File: config.mk
export PLATFORM = sky130hd
export DESIGN_NAME = conv_window_3x3
export DESIGN_NICKNAME = d
export VERILOG_FILES = /design/src/rtl/conv_window_3x3.sv
export SDC_FILE = /design/constraint.sdc
export NUM_CORES = 1
export LEC_CHECK = 0
export ABC_AREA = 1
export CORE_MARGIN = 2
export CORE_UTILIZATION = 57
export DETAILED_ROUTE_END_ITERATION = 6
export GPL_TIMING_DRIVEN = 1
export PLACE_DENSITY = 0.85
export SYNTH_ARGS = -nofsm -noshare
export SYNTH_HDL_FRONTEND = slang
export SYNTH_SLANG_ARGS = --single-unit
File: constraint.sdc
create_clock -name clk -period 5 [get_ports clk]
set_input_delay 1.25 -clock clk [delete_from_list [all_inputs] [get_ports clk]]
set_output_delay 1.25 -clock clk [all_outputs]
set_load 0.05 [all_outputs]
File: src/rtl/conv_window_3x3.sv
// conv_window_3x3
// Turns a raster-ordered pixel stream into 3x3 sliding windows. There is no
// padding and the stride is 1. Two line buffers hold the previous two rows.
// A 3x3 register window shifts left by one column on every accepted pixel.
// One output register stage sits on the window. The downstream side uses a
// valid/ready handshake, and a stall backpressures the input.
// The optional macro CONV_WINDOW_COORD_EN adds the win_row/win_col outputs,
// which give the window-centre coordinates.
module conv_window_3x3 #(
    parameter int PIXEL_WIDTH = 16,
    parameter int IMG_WIDTH   = 8,
    parameter int IMG_HEIGHT  = 8
) (
    input  logic                          clk,
    input  logic                          rst_n,
    input  logic                          s_valid,
    output logic                          s_ready,
    input  logic signed [PIXEL_WIDTH-1:0] s_pixel,
    output logic                          m_valid,
    input  logic                          m_ready,
    output logic                          m_last,
    output logic signed [PIXEL_WIDTH-1:0] x00,
    output logic signed [PIXEL_WIDTH-1:0] x01,
    output logic signed [PIXEL_WIDTH-1:0] x02,
    output logic signed [PIXEL_WIDTH-1:0] x10,
    output logic signed [PIXEL_WIDTH-1:0] x11,
    output logic signed [PIXEL_WIDTH-1:0] x12,
    output logic signed [PIXEL_WIDTH-1:0] x20,
    output logic signed [PIXEL_WIDTH-1:0] x21,
    output logic signed [PIXEL_WIDTH-1:0] x22
`ifdef CONV_WINDOW_COORD_EN
    ,
    output logic [$clog2(IMG_HEIGHT)-1:0] win_row,
    output logic [$clog2(IMG_WIDTH)-1:0]  win_col
`endif
);

    localparam int CW = (IMG_WIDTH  > 1) ? $clog2(IMG_WIDTH)  : 1;
    localparam int RW = (IMG_HEIGHT > 1) ? $clog2(IMG_HEIGHT) : 1;
    localparam logic [CW-1:0] COL_LAST = CW'(IMG_WIDTH - 1);
    localparam logic [RW-1:0] ROW_LAST = RW'(IMG_HEIGHT - 1);

    // Line buffers are plain storage. They have no reset, and stale data
    // from a previous frame is never emitted because rows 0-1 produce
    // no window.
    logic signed [PIXEL_WIDTH-1:0] r_lb0 [IMG_WIDTH];
    logic signed [PIXEL_WIDTH-1:0] r_lb1 [IMG_WIDTH];
    logic signed [PIXEL_WIDTH-1:0] r_win [3][3];

    logic [CW-1:0] r_col;
    logic [RW-1:0] r_row;
    logic          r_m_valid;
    logic          r_m_last;

    logic                          w_s_ready;
    logic                          w_in_xfer;
    logic                          w_col_last;
    logic                          w_row_last;
    logic                          w_emit;
    logic signed [PIXEL_WIDTH-1:0] w_lb0_rd;
    logic signed [PIXEL_WIDTH-1:0] w_lb1_rd;

    // A new pixel may enter whenever the output register is free or being drained.
    assign w_s_ready  = !r_m_valid || m_ready;
    assign w_in_xfer  = s_valid && w_s_ready;
    assign w_col_last = (r_col == COL_LAST);
    assign w_row_last = (r_row == ROW_LAST);
    assign w_emit     = (r_row >= RW'(2)) && (r_col >= CW'(2));
    assign w_lb0_rd   = r_lb0[r_col];
    assign w_lb1_rd   = r_lb1[r_col];

    // Push the incoming pixel down the two-row line buffer chain at its column.
    always_ff @(posedge clk) begin
        if (w_in_xfer) begin
            r_lb1[r_col] <= w_lb0_rd;
            r_lb0[r_col] <= s_pixel;
        end
    end

    // Shift the 3x3 window left and load the new right column (oldest row on top).
    always_ff @(posedge clk or negedge rst_n) begin
        if (!rst_n) begin
            for (int r = 0; r < 3; r++) begin
                for (int c = 0; c < 3; c++) begin
                    r_win[r][c] <= '0;
                end
            end
        end else if (w_in_xfer) begin
            for (int r = 0; r < 3; r++) begin
                r_win[r][0] <= r_win[r][1];
                r_win[r][1] <= r_win[r][2];
            end
            r_win[0][2] <= w_lb1_rd;
            r_win[1][2] <= w_lb0_rd;
            r_win[2][2] <= s_pixel;
        end
    end

    // Raster position of the next pixel to be accepted. Frames follow back to back.
    always_ff @(posedge clk or negedge rst_n) begin
        if (!rst_n) begin
            r_col <= '0;
            r_row <= '0;
        end else if (w_in_xfer) begin
            if (w_col_last) begin
                r_col <= '0;
                r_row <= w_row_last ? '0 : (r_row + RW'(1));
            end else begin
                r_col <= r_col + CW'(1);
            end
        end
    end

    // Output valid/last register. A transfer reloads it, and a drain with no new pixel clears it.
    always_ff @(posedge clk or negedge rst_n) begin
        if (!rst_n) begin
            r_m_valid <= 1'b0;
            r_m_last  <= 1'b0;
        end else if (w_in_xfer) begin
            r_m_valid <= w_emit;
            r_m_last  <= w_emit && w_row_last && w_col_last;
        end else if (m_ready) begin
            r_m_valid <= 1'b0;
            r_m_last  <= 1'b0;
        end
    end

`ifdef CONV_WINDOW_COORD_EN
    // Window-centre coordinates are captured alongside each emitted window.
    always_ff @(posedge clk or negedge rst_n) begin
        if (!rst_n) begin
            win_row <= '0;
            win_col <= '0;
        end else if (w_in_xfer && w_emit) begin
            win_row <= r_row - RW'(1);
            win_col <= r_col - CW'(1);
        end
    end
`endif

    assign s_ready = w_s_ready;
    assign m_valid = r_m_valid;
    assign m_last  = r_m_last;
    assign x00 = r_win[0][0];
    assign x01 = r_win[0][1];
    assign x02 = r_win[0][2];
    assign x10 = r_win[1][0];
    assign x11 = r_win[1][1];
    assign x12 = r_win[1][2];
    assign x20 = r_win[2][0];
    assign x21 = r_win[2][1];
    assign x22 = r_win[2][2];

endmodule

==> impl_metrics.py, run 1 <==
metrics = {
    "clock_tree": {
        "postCtsSetupBuffers": 0,
        "cts_inserted_buffers": 40,
        "cts_tree": "yes",
        "root_buffer": "clkbuf_16",
        "clock_latency_ps": 530,
        "ctsLongestPathBuffers": 3,
        "cts_sinks": 408,
        "cts_hold_buf": 0,
        "clk_pin_slew_ps": 60,
        "h-tree-depth": 2,
        "post_cts_resize_count": 0,
    },
    "pwr": {
        "cellLeakagePower_nw": 8.870,
        "total_power_w": 0.01395,
        "ir_worst_vdd_mv": 0.4725,
        "cellPowerDensity_mw_per_mm2": 712.8,
    },
    "cells_and_area": {
        "drive_above_1_share_pct": 5.269,
        "syn2layout_area_growth_pct": 19.40,
        "num_antenna_cells": 0,
        "stdcell_count": 2187,
        "final_area_mm2": 0.01957,
        "nets": 1802,
        "fin_util_pct": 68.57,
        "num-fill-cells": 1966,
    },
    "drt": {
        "finalWirelength_um": 37740,
        "antenna_left": 0,
        "drt_iter0_drc": 1168,
        "vias": 11781,
        "drc": 0,
        "drtPass1Iterations": 6,
        "vias_per_cell": 5.387,
        "routedWlPerCell_um": 17.26,
    },
    "global_route": {
        "grt_max_degree": 110,
        "track_usage_pct": 25.39,
        "grt_pass1_wl_um": 60980,
        "grt_antenna_before_repair": 0,
        "grt_pass1_vias": 12023,
        "grt_overflow": 0,
    },
    "logic_synthesis": {
        "synthFlopType": "edfxtp_1",
        "synth.top_cells.by_area": "edfxtp_1 47%, nand2_1 24%, dfrtp_1 23%, buf_2 1.6%, nand4_1 0.76%",
        "yosysWarnings": 0,
        "ys_ff_latch": 408,
        "synth_nets": 1653,
        "syn_inst": 1627,
        "async_flop_share_pct": 37.25,
        "synthTopCellsByCount": "1066 x nand2_1, 256 x edfxtp_1, 152 x dfrtp_1, 53 x buf_2, 20 x nand4_1",
        "yosysTopAreaCellShare_pct": 46.89,
        "yosysTopAreaCell": "edfxtp_1",
        "yosysSeqAreaShare_pct": 70.10,
        "synth_area_mm2": 0.01639,
        "synth_edf_count": 256,
        "synthDistinctLibCells": 21,
        "avgSynthCellArea_um2": 10.08,
        "synth.most_common_cell": "nand2_1",
    },
    "place": {
        "gp_congestion": 0.7794,
        "dpl-instance-area_mm2": 0.01835,
        "io_buffer_count": 166,
        "preCtsSetupSlack_ps": 1024,
        "dp_hpwl_um": 21410,
        "place_inst": 2118,
    },
    "setup_path": {
        "required_ps": 3750,
        "crit_type": "primary input to primary output",
        "reg2reg_depth": 10,
        "timing.rr.start": "r_col[0]",
        "critPathCaptureType": "primary output",
        "crit_fanout": 3,
        "r2r_slack_ps": 2010,
        "path_cells": "clkdlybuf4s50_1 > inv_1 > nand2_1 > clkdlybuf4s50_1",
        "worstSetupStartpointType": "primary input",
        "cpMaxStageDelayCell": "clkdlybuf4s50_1",
        "cpMostUsedCell": "clkdlybuf4s50_1",
        "cp_data_arrival_time_ps": 2730,
        "critPathMaxStageDelay_ps": 830,
        "r2r-end": "x12[14]",
    },
    "sta": {
        "finalSetupViolations": 0,
        "fin_crit_ps": 3982,
        "fin_ws_ps": 1018,
        "clock_skew_ps": 17.91,
        "tightest_slew_ps": 976.2,
        "hold_viol": 0,
        "clock.fmax_mhz": 251.2,
        "finalMaxSlewViolations": 0,
        "finalCritPeriodShare_pct": 79.63,
        "maxSlewHeadroom_pct": 34.92,
        "rsz0062_at_grt": "no",
    },
    "worst_hold_path": {
        "min_delay_path_depth": 2,
        "hold_start": "x20[11]",
        "min_to": "x20[11]",
        "timing.hold.worst.class": "register to register",
    },
    "run": {
        "maxCapViolCount": 0,
    },
    "floorplanning": {
        "start_util_pct": 57.42,
        "die_height_um": 173.6,
        "fp.coreArea_mm2": 0.02855,
        "die_x_um": 173.6,
        "die_area_mm2": 0.03013,
        "num_rows": 62,
        "io_pins": 167,
    },
    "status": {
        "status": "complete, no violations",
    },
}
==> through the flow <==
stage / hold slack, ps / setup TNS (ps)
final: 475.1 / 0
after detailed placement: 464.4 / 0
after floorplan: 486.5 / -126110
after global placement: 460.7 / 0
after global routing: 498.7 / 0
after CTS: 480.9 / 0
==> per-layer routing <==
metal	share of wire (%)	up-vias	routed length (µm)	track usage [%]
li1	-	5477	-	-
met1	39	5672	14580	31.98
met2	51	552	19080	44.05
met3	7.8	80	2953	4.211
met4	3.0	0	1127	10.57
met5	0	-	0	0
==> state kept, by name (all words and copies together), names as in the netlist, 3 cells and up <==
register and count:
x01 16, x11 16, x20 16, r_row 3, x02 16, x10 16, x12 16, x21 16
x00 16, r_lb0 128, x22 16, r_col 3, r_lb1 128
==> worst max path at each step <==
| stage | startpoint | endpoint | slack (ps) | depth (start not counted) |
|---|---|---|---|---|
| global placement | m_ready | s_ready | 1040 | 4 |
| global route | m_ready | s_ready | 960 | 4 |
| detailed placement | m_ready | s_ready | 1020 | 4 |
| finish | m_ready | s_ready | 1020 | 4 |
| floorplan | m_ready | r_lb0[2][0] | -660 | 5 |
| CTS | m_ready | s_ready | 1020 | 4 |
==> critical path, delay by kind of cell <==
kind          cells  cell delay (ps)
buf+inv           3             1350
simple gates      1              130
==> kinds of logic (layout without fill, tap and decap cells) <==
group                      count (synthesis)  after routing  share of synthesized area, %
and+or+nand+nor                         1104           1104                         25.72
DFF                                      408            408                         70.10
buffers and inverters                     96            272                         3.305
AOI/OAI and AO/OA                         13             13                        0.4198
adders and majority gates                  6              6                        0.4579
==> where the power goes <==
| part | leakage, nW | switching [W] | total, W | internal [W] |
|---|---|---|---|---|
| Sequential | 4.27 | 0.000555 | 0.00528 | 0.00472 |
| Clock | 0.594 | 0.00119 | 0.00282 | 0.00163 |
| Combinational | 4.01 | 0.00425 | 0.00585 | 0.00160 |
==> final cells by class <==
type	count	area, µm²	share of cell area, %
multi-input cells	1123	4415	22.56
clock inverters	13	85.08	0.4347
inverters	9	38.79	0.1982
well taps	384	480.5	2.455
repair buffers	194	1923	9.825
clock buffers	56	1135	5.798
flip-flops and latches	408	11500	58.73
==> placed cells by master, fill, tap and decap left out, types with 7 or more instances in the layout <==
master | Yosys | final
buf_4 | 14 | 24
edfxtp_1 | 256 | 256
clkbuf_16 | 0 | 43
nor2_1 | 7 | 7
clkinv_1 | 0 | 7
dfrtp_1 | 152 | 150
clkdlybuf4s50_1 | 0 | 165
nand4_1 | 20 | 20
nand2_1 | 1066 | 1065
clkbuf_1 | 10 | 12
o21ai_0 | 10 | 10
(Power assumes the default switching activity.)
==> run 2: changes to the inputs <==
==> constraint.sdc (replaced) <==
create_clock -name clk -period 3.9 [get_ports clk]
set_input_delay 0.975 -clock clk [delete_from_list [all_inputs] [get_ports clk]]
set_output_delay 0.975 -clock clk [all_outputs]
set_load 0.05 [all_outputs]
==> impl_metrics.py, run 2 (synthesis results as in run 1) <==
metrics = {
    "clock_tree": {
        "cts_sinks": 408,
        "clk_pin_slew_ps": 60,
        "cts_hold_buf": 0,
        "clock_latency_ps": 530,
        "ctsLongestPathBuffers": 3,
        "h-tree-depth": 2,
        "root_buffer": "clkbuf_16",
        "postCtsSetupBuffers": 0,
        "cts_tree": "yes",
        "post_cts_resize_count": 0,
        "cts_inserted_buffers": 41,
    },
    "drt": {
        "drc": 0,
        "vias": 11761,
        "wl_met2_um": 19010,
        "routedWlPerCell_um": 17.19,
        "wl_met3_um": 3172,
        "drtPass1Iterations": 6,
        "antenna_left": 0,
        "finalWirelength_um": 37760,
        "drt_iter0_drc": 1306,
        "met1_length_um": 14510,
        "top_layer": "met4",
        "vias_per_cell": 5.353,
    },
    "sta": {
        "fin_crit_ps": 3404,
        "clock_skew_ps": 17.23,
        "finalCritPeriodShare_pct": 87.29,
        "clock.fmax_mhz": 293.8,
        "tightest_slew_ps": 995.9,
        "finalMaxSlewViolations": 0,
        "finalSetupViolations": 0,
        "hold_viol": 0,
        "maxSlewHeadroom_pct": 33.61,
        "fin_ws_ps": 495.8,
        "rsz0062_at_grt": "no",
    },
    "status": {
        "status": "complete, no violations",
    },
    "global_route": {
        "grt_pass1_wl_um": 60880,
        "grt_max_degree": 134,
        "grt_overflow": 0,
        "track_usage_pct": 25.32,
        "grt_pass1_vias": 11736,
        "grt_antenna_before_repair": 0,
    },
    "place": {
        "io_buffer_count": 166,
        "gp_congestion": 0.7730,
        "dp_hpwl_um": 21220,
        "preCtsSetupSlack_ps": 496.8,
    },
    "setup_path": {
        "cp_data_arrival_time_ps": 2430,
        "crit_fanout": 3,
        "crit_type": "primary input to primary output",
        "critPathCaptureType": "primary output",
        "required_ps": 2920,
        "worstSetupStartpointType": "primary input",
    },
    "cells_and_area": {
        "drive_above_1_share_pct": 5.571,
        "nets": 1807,
        "num_antenna_cells": 0,
        "syn2layout_area_growth_pct": 19.91,
        "final_common_cell": "nand2_1",
        "num-fill-cells": 1975,
        "reg_top3": "r_lb0: 128 flops, r_lb1: 128 flops",
        "final_cell_mix": "1065 x nand2_1, 256 x edfxtp_1, 165 x clkdlybuf4s50_1",
    },
    "floorplanning": {
        "io_pins": 167,
        "num_rows": 62,
        "fp.coreArea_mm2": 0.02855,
        "die_x_um": 173.6,
        "die_area_mm2": 0.03013,
        "die_height_um": 173.6,
        "start_util_pct": 57.42,
    },
    "run": {
        "maxCapViolCount": 0,
    },
    "pwr": {
        "total_power_w": 0.01799,
        "cellPowerDensity_mw_per_mm2": 915.0,
        "cellLeakagePower_nw": 8.903,
        "ir_worst_vdd_mv": 0.7251,
    },
    "worst_hold_path": {
        "timing.hold.worst.class": "primary input to async pin",
    },
}
run 2: cell type report:
class                           instances  area (µm²)  share of cell area, %
Sequential cell                       408       11500                  58.48
Multi-Input combinational cell       1123        4468                  22.73
Timing Repair Buffer                  198        1928                  9.808
Clock buffer                           54        1117                  5.684
Tap cell                              384       480.5                  2.444
Clock inverter                         21       128.9                 0.6556
Inverter                                9       38.79                 0.1973
run 2: worst paths after layout:
check                           startpoint            to  slack [ps]  depth (start not counted)
worst max-delay path               m_ready       s_ready         500                          4
worst min-delay path                 rst_n       x01[11]         460                          1
worst max register to register    r_col[2]  r_lb0[1][14]        1440                          5
worst min register to register      x00[0]        x00[0]         480                          2
max in group asynchronous            rst_n        x10[0]        2640                          2
min in group clk                    x00[0]        x00[0]         480                          2
run 2: worst max-delay path, cell delays in order:
cell and delay [ps]:
clkdlybuf4s50_1 460, inv_1 50, nand2_1 120, clkdlybuf4s50_1 820
run 2: report_power, final:
part	internal (W)	total (W)	switching [W]
logic	0.00207	0.00764	0.00557
registers	0.00606	0.00668	0.000625
clock network	0.00209	0.00366	0.00157
total	0.0102	0.0180	0.00777
run 2: through the flow:
stage / cell area [µm²] / std cells / hold slack, ps / setup TNS, ps / util (%)
finish: 19660 / 2197 / 460.9 / 0 / 68.86
detailed placement: 18410 / 2122 / 465.0 / 0 / 64.49
global placement: 18410 / 2122 / 460.5 / 0 / 64.49
CTS: 19660 / 2197 / 479.7 / 0 / 68.86
global route: 19660 / 2197 / 507.1 / 0 / 68.86
floorplan: 16480 / 1627 / 486.5 / -37960 / -
run 2: per-layer routing:
metal	vias up	track usage [%]
met4	0	9.349
met5	-	0
met2	557	43.78
met1	5625	32.30
li1	5485	-
met3	94	4.539
==> run 3: changes to the inputs <==
--- a/config.mk
+++ b/config.mk
@@ -9,7 +9,6 @@
 export CORE_MARGIN = 2
 export CORE_UTILIZATION = 57
 export DETAILED_ROUTE_END_ITERATION = 6
-export GPL_TIMING_DRIVEN = 1
 export PLACE_DENSITY = 0.85
 export SYNTH_ARGS = -nofsm -noshare
 export SYNTH_HDL_FRONTEND = slang
==> results of run 3 <==
Final layout, timing and power as in run 2 (identical DEF).
==> variant (flow settings as in run 2) <==
The parameter `IMG_HEIGHT` goes from 8 to 16.
--- a/src/rtl/conv_window_3x3.sv
+++ b/src/rtl/conv_window_3x3.sv
@@ -9,7 +9,7 @@
 module conv_window_3x3 #(
     parameter int PIXEL_WIDTH = 16,
     parameter int IMG_WIDTH   = 8,
-    parameter int IMG_HEIGHT  = 8
+    parameter int IMG_HEIGHT  = 16
 ) (
     input  logic                          clk,
     input  logic                          rst_n,
Function: no difference found for any inputs over 4 cycles, from zero or initial values and one cycle with rst_n low; that may be too few to reach the edited logic, so the function may still have changed.
==> variant against run 2 <==
Fmax is essentially flat; area after synthesis up 0.14%; total power is 0.81% higher; critical path type unchanged; worst setup slack is essentially flat; non-clock buffer count decreased by 2; global-route usage about the same; wire length hardly changed; cell count decreased by 1.0%; sequential cell count increased by 1; final area increased by 0.45%.
==> variant: results (changes against run 2) <==
- The worst slack at placement is 0.4930 ns (-0.003895 ns).
- The detail-routed via count per cell is 5.435 (+1.5%).
- The initial DRC count is 1184 (-9.3%).
- The fraction of layout cells with a size suffix above 1 is 0.05978 (+0.004068).
- The routability congestion estimate was 0.7727 (about the same).
- The sequential-to-total area share from yosys stat is 0.7015 (about the same).
- The total length of routed met2 wires came to 18.75 mm (-1.4%).
- The count of TritonRoute iterations in the first routing pass came to 5 (-1).
- After synthesis, the cell types taking the most area are edfxtp_1 (47%), dfrtp_1 (23%), nand2_1 (22%), buf_2 (1.8%), nand4_1 (1.1%).
- The HPWL after detailed placement is 22.20 mm (+4.6%).
- The commonest cells after synthesis are nand2_1 (983), edfxtp_1 (256), dfrtp_1 (153).
- The path depth of the worst reg2reg path is 3 (-2).
- The number of gates resized after CTS is 0 (unchanged).
- The net count after synthesis came to 1634 (-1.1%).
- The latest clock arrival within the worst-skew pair is 0.53 ns (about the same).
- The maximum root-to-sink buffer count was 3 (unchanged).
- The maximum cell stage delay along the critical path is 0.83 ns.
- The worst hold path was traced through 2 stages.
- The pin count of the biggest net entering global routing was 139 (+3.7%).
- The number of H-tree levels came to 2 (unchanged).
- The fraction of registers with async set/reset is 0.3741 (+0.001534).
- The cell family with the largest share of critical-path delay is buffers and inverters.
- The maximum fanout along the worst path is 3 (unchanged).
- The clock-pin slew of the registers on the worst-case setup and hold paths is 0.06 ns (about the same).
- The final wirelength is 37.74 mm (about the same).
- The internal power contribution came to 10.34 mW (+1.2%).
- The reported leakage power was 8.843 nW (-0.67%).
- The net total in the final layout is 1786 (-1.2%).
- In this run the critical register-to-register path is captured at r_lb1[3][0].
- The routed metal-1 wirelength came to 14.59 mm (+0.56%).
- The actual slew at the worst max-slew pin is 0.8956 ns (-0.1003 ns).
- The initial antenna violation count came to 1 (+1).
- The run finished with clean final reports.
- The met3 routed wirelength is 3.223 mm (+1.6%).
- The global-route usage over all layers was 0.2527 (-0.0004792).
- The endpoint of the worst hold path is x00[3].
- The via count of the first global-routing pass is 11870 (+1.2%).
- The reg-to-reg startpoint is r_col[0].
- The peak supply drop is 0.0006135 V (-15%).
- The setup slack of the worst register-to-register path is 1.29 ns (-0.15 ns).
- The slowest stage of the critical path is the clkdlybuf4s50_1 cell.
- The wire length of the first global-routing pass is 60.82 mm (-0.10%).
- The tightest min-delay check is of the flop to flop type.
- The clock skew after layout is 0.01257 ns (-0.004662 ns).
[variant: power groups by stage]
stage | Sequential, mW | Combinational (mW) | Clock [mW]
after detailed placement | 6.83 | 7.52 | 0
final | 6.77 | 7.62 | 3.74
after global placement | 6.78 | 7.29 | 0
after global routing | 6.88 | 8.19 | 3.96
after floorplan | 8.83 | 3.05 | 0
after CTS | 6.77 | 7.60 | 3.77
[variant: metrics by stage]
step	hold WS (ns)	instances	cell area, µm²
after floorplan	0.4864	1609	16510
after global placement	0.4605	2102	18470
after global routing	0.5099	2174	19750
after CTS	0.4799	2174	19750
after detailed placement	0.4640	2102	18470
final	0.4827	2174	19750
[variant: per-layer routing]
layer / GRT usage / vias up
met4: 0.09314 / 0
met1: 0.3252 / 5657
met5: 0 / -
li1: - / 5483
met2: 0.4305 / 569
met3: 0.04934 / 106
[variant: layout make-up]
class	instances	area (µm²)	area share
sequential	409	11520	0.5834
multi-input combinational	1100	4448	0.2253
timing repair buffer	196	1963	0.09942
clock buffer	54	1135	0.05747
tap	384	480.5	0.02433
clock inverter	18	145.1	0.007350
inverter	13	53.80	0.002725
[variant: cell families after synthesis]
| group | after synthesis | synth area share |
|---|---|---|
| AO/OA/AOI/OAI | 15 | 0.004573 |
| AND/OR/NAND/NOR | 1079 | 0.2555 |
| buffers and inverters | 100 | 0.03407 |
| XOR/XNOR | 1 | 0.0005336 |
| flip-flops | 409 | 0.7015 |
| adder cells (fa/ha/maj) | 5 | 0.003811 |
[variant: tightest hold or removal path, stage by stage (launching register included)]
cell and delay, ns:
dfrtp_1 0.34, nand2_1 0.06, nand2_1 0.05
[variant: worst max path at each step]
stage | start | to | slack (ns) | depth (start not counted)
after floorplan | m_ready | r_lb0[0][0] | -0.71 | 6
after global placement | m_ready | s_ready | 0.49 | 4
after detailed placement | m_ready | s_ready | 0.49 | 4
after CTS | m_ready | s_ready | 0.49 | 4
after global routing | m_ready | s_ready | 0.44 | 4
final | m_ready | s_ready | 0.50 | 4
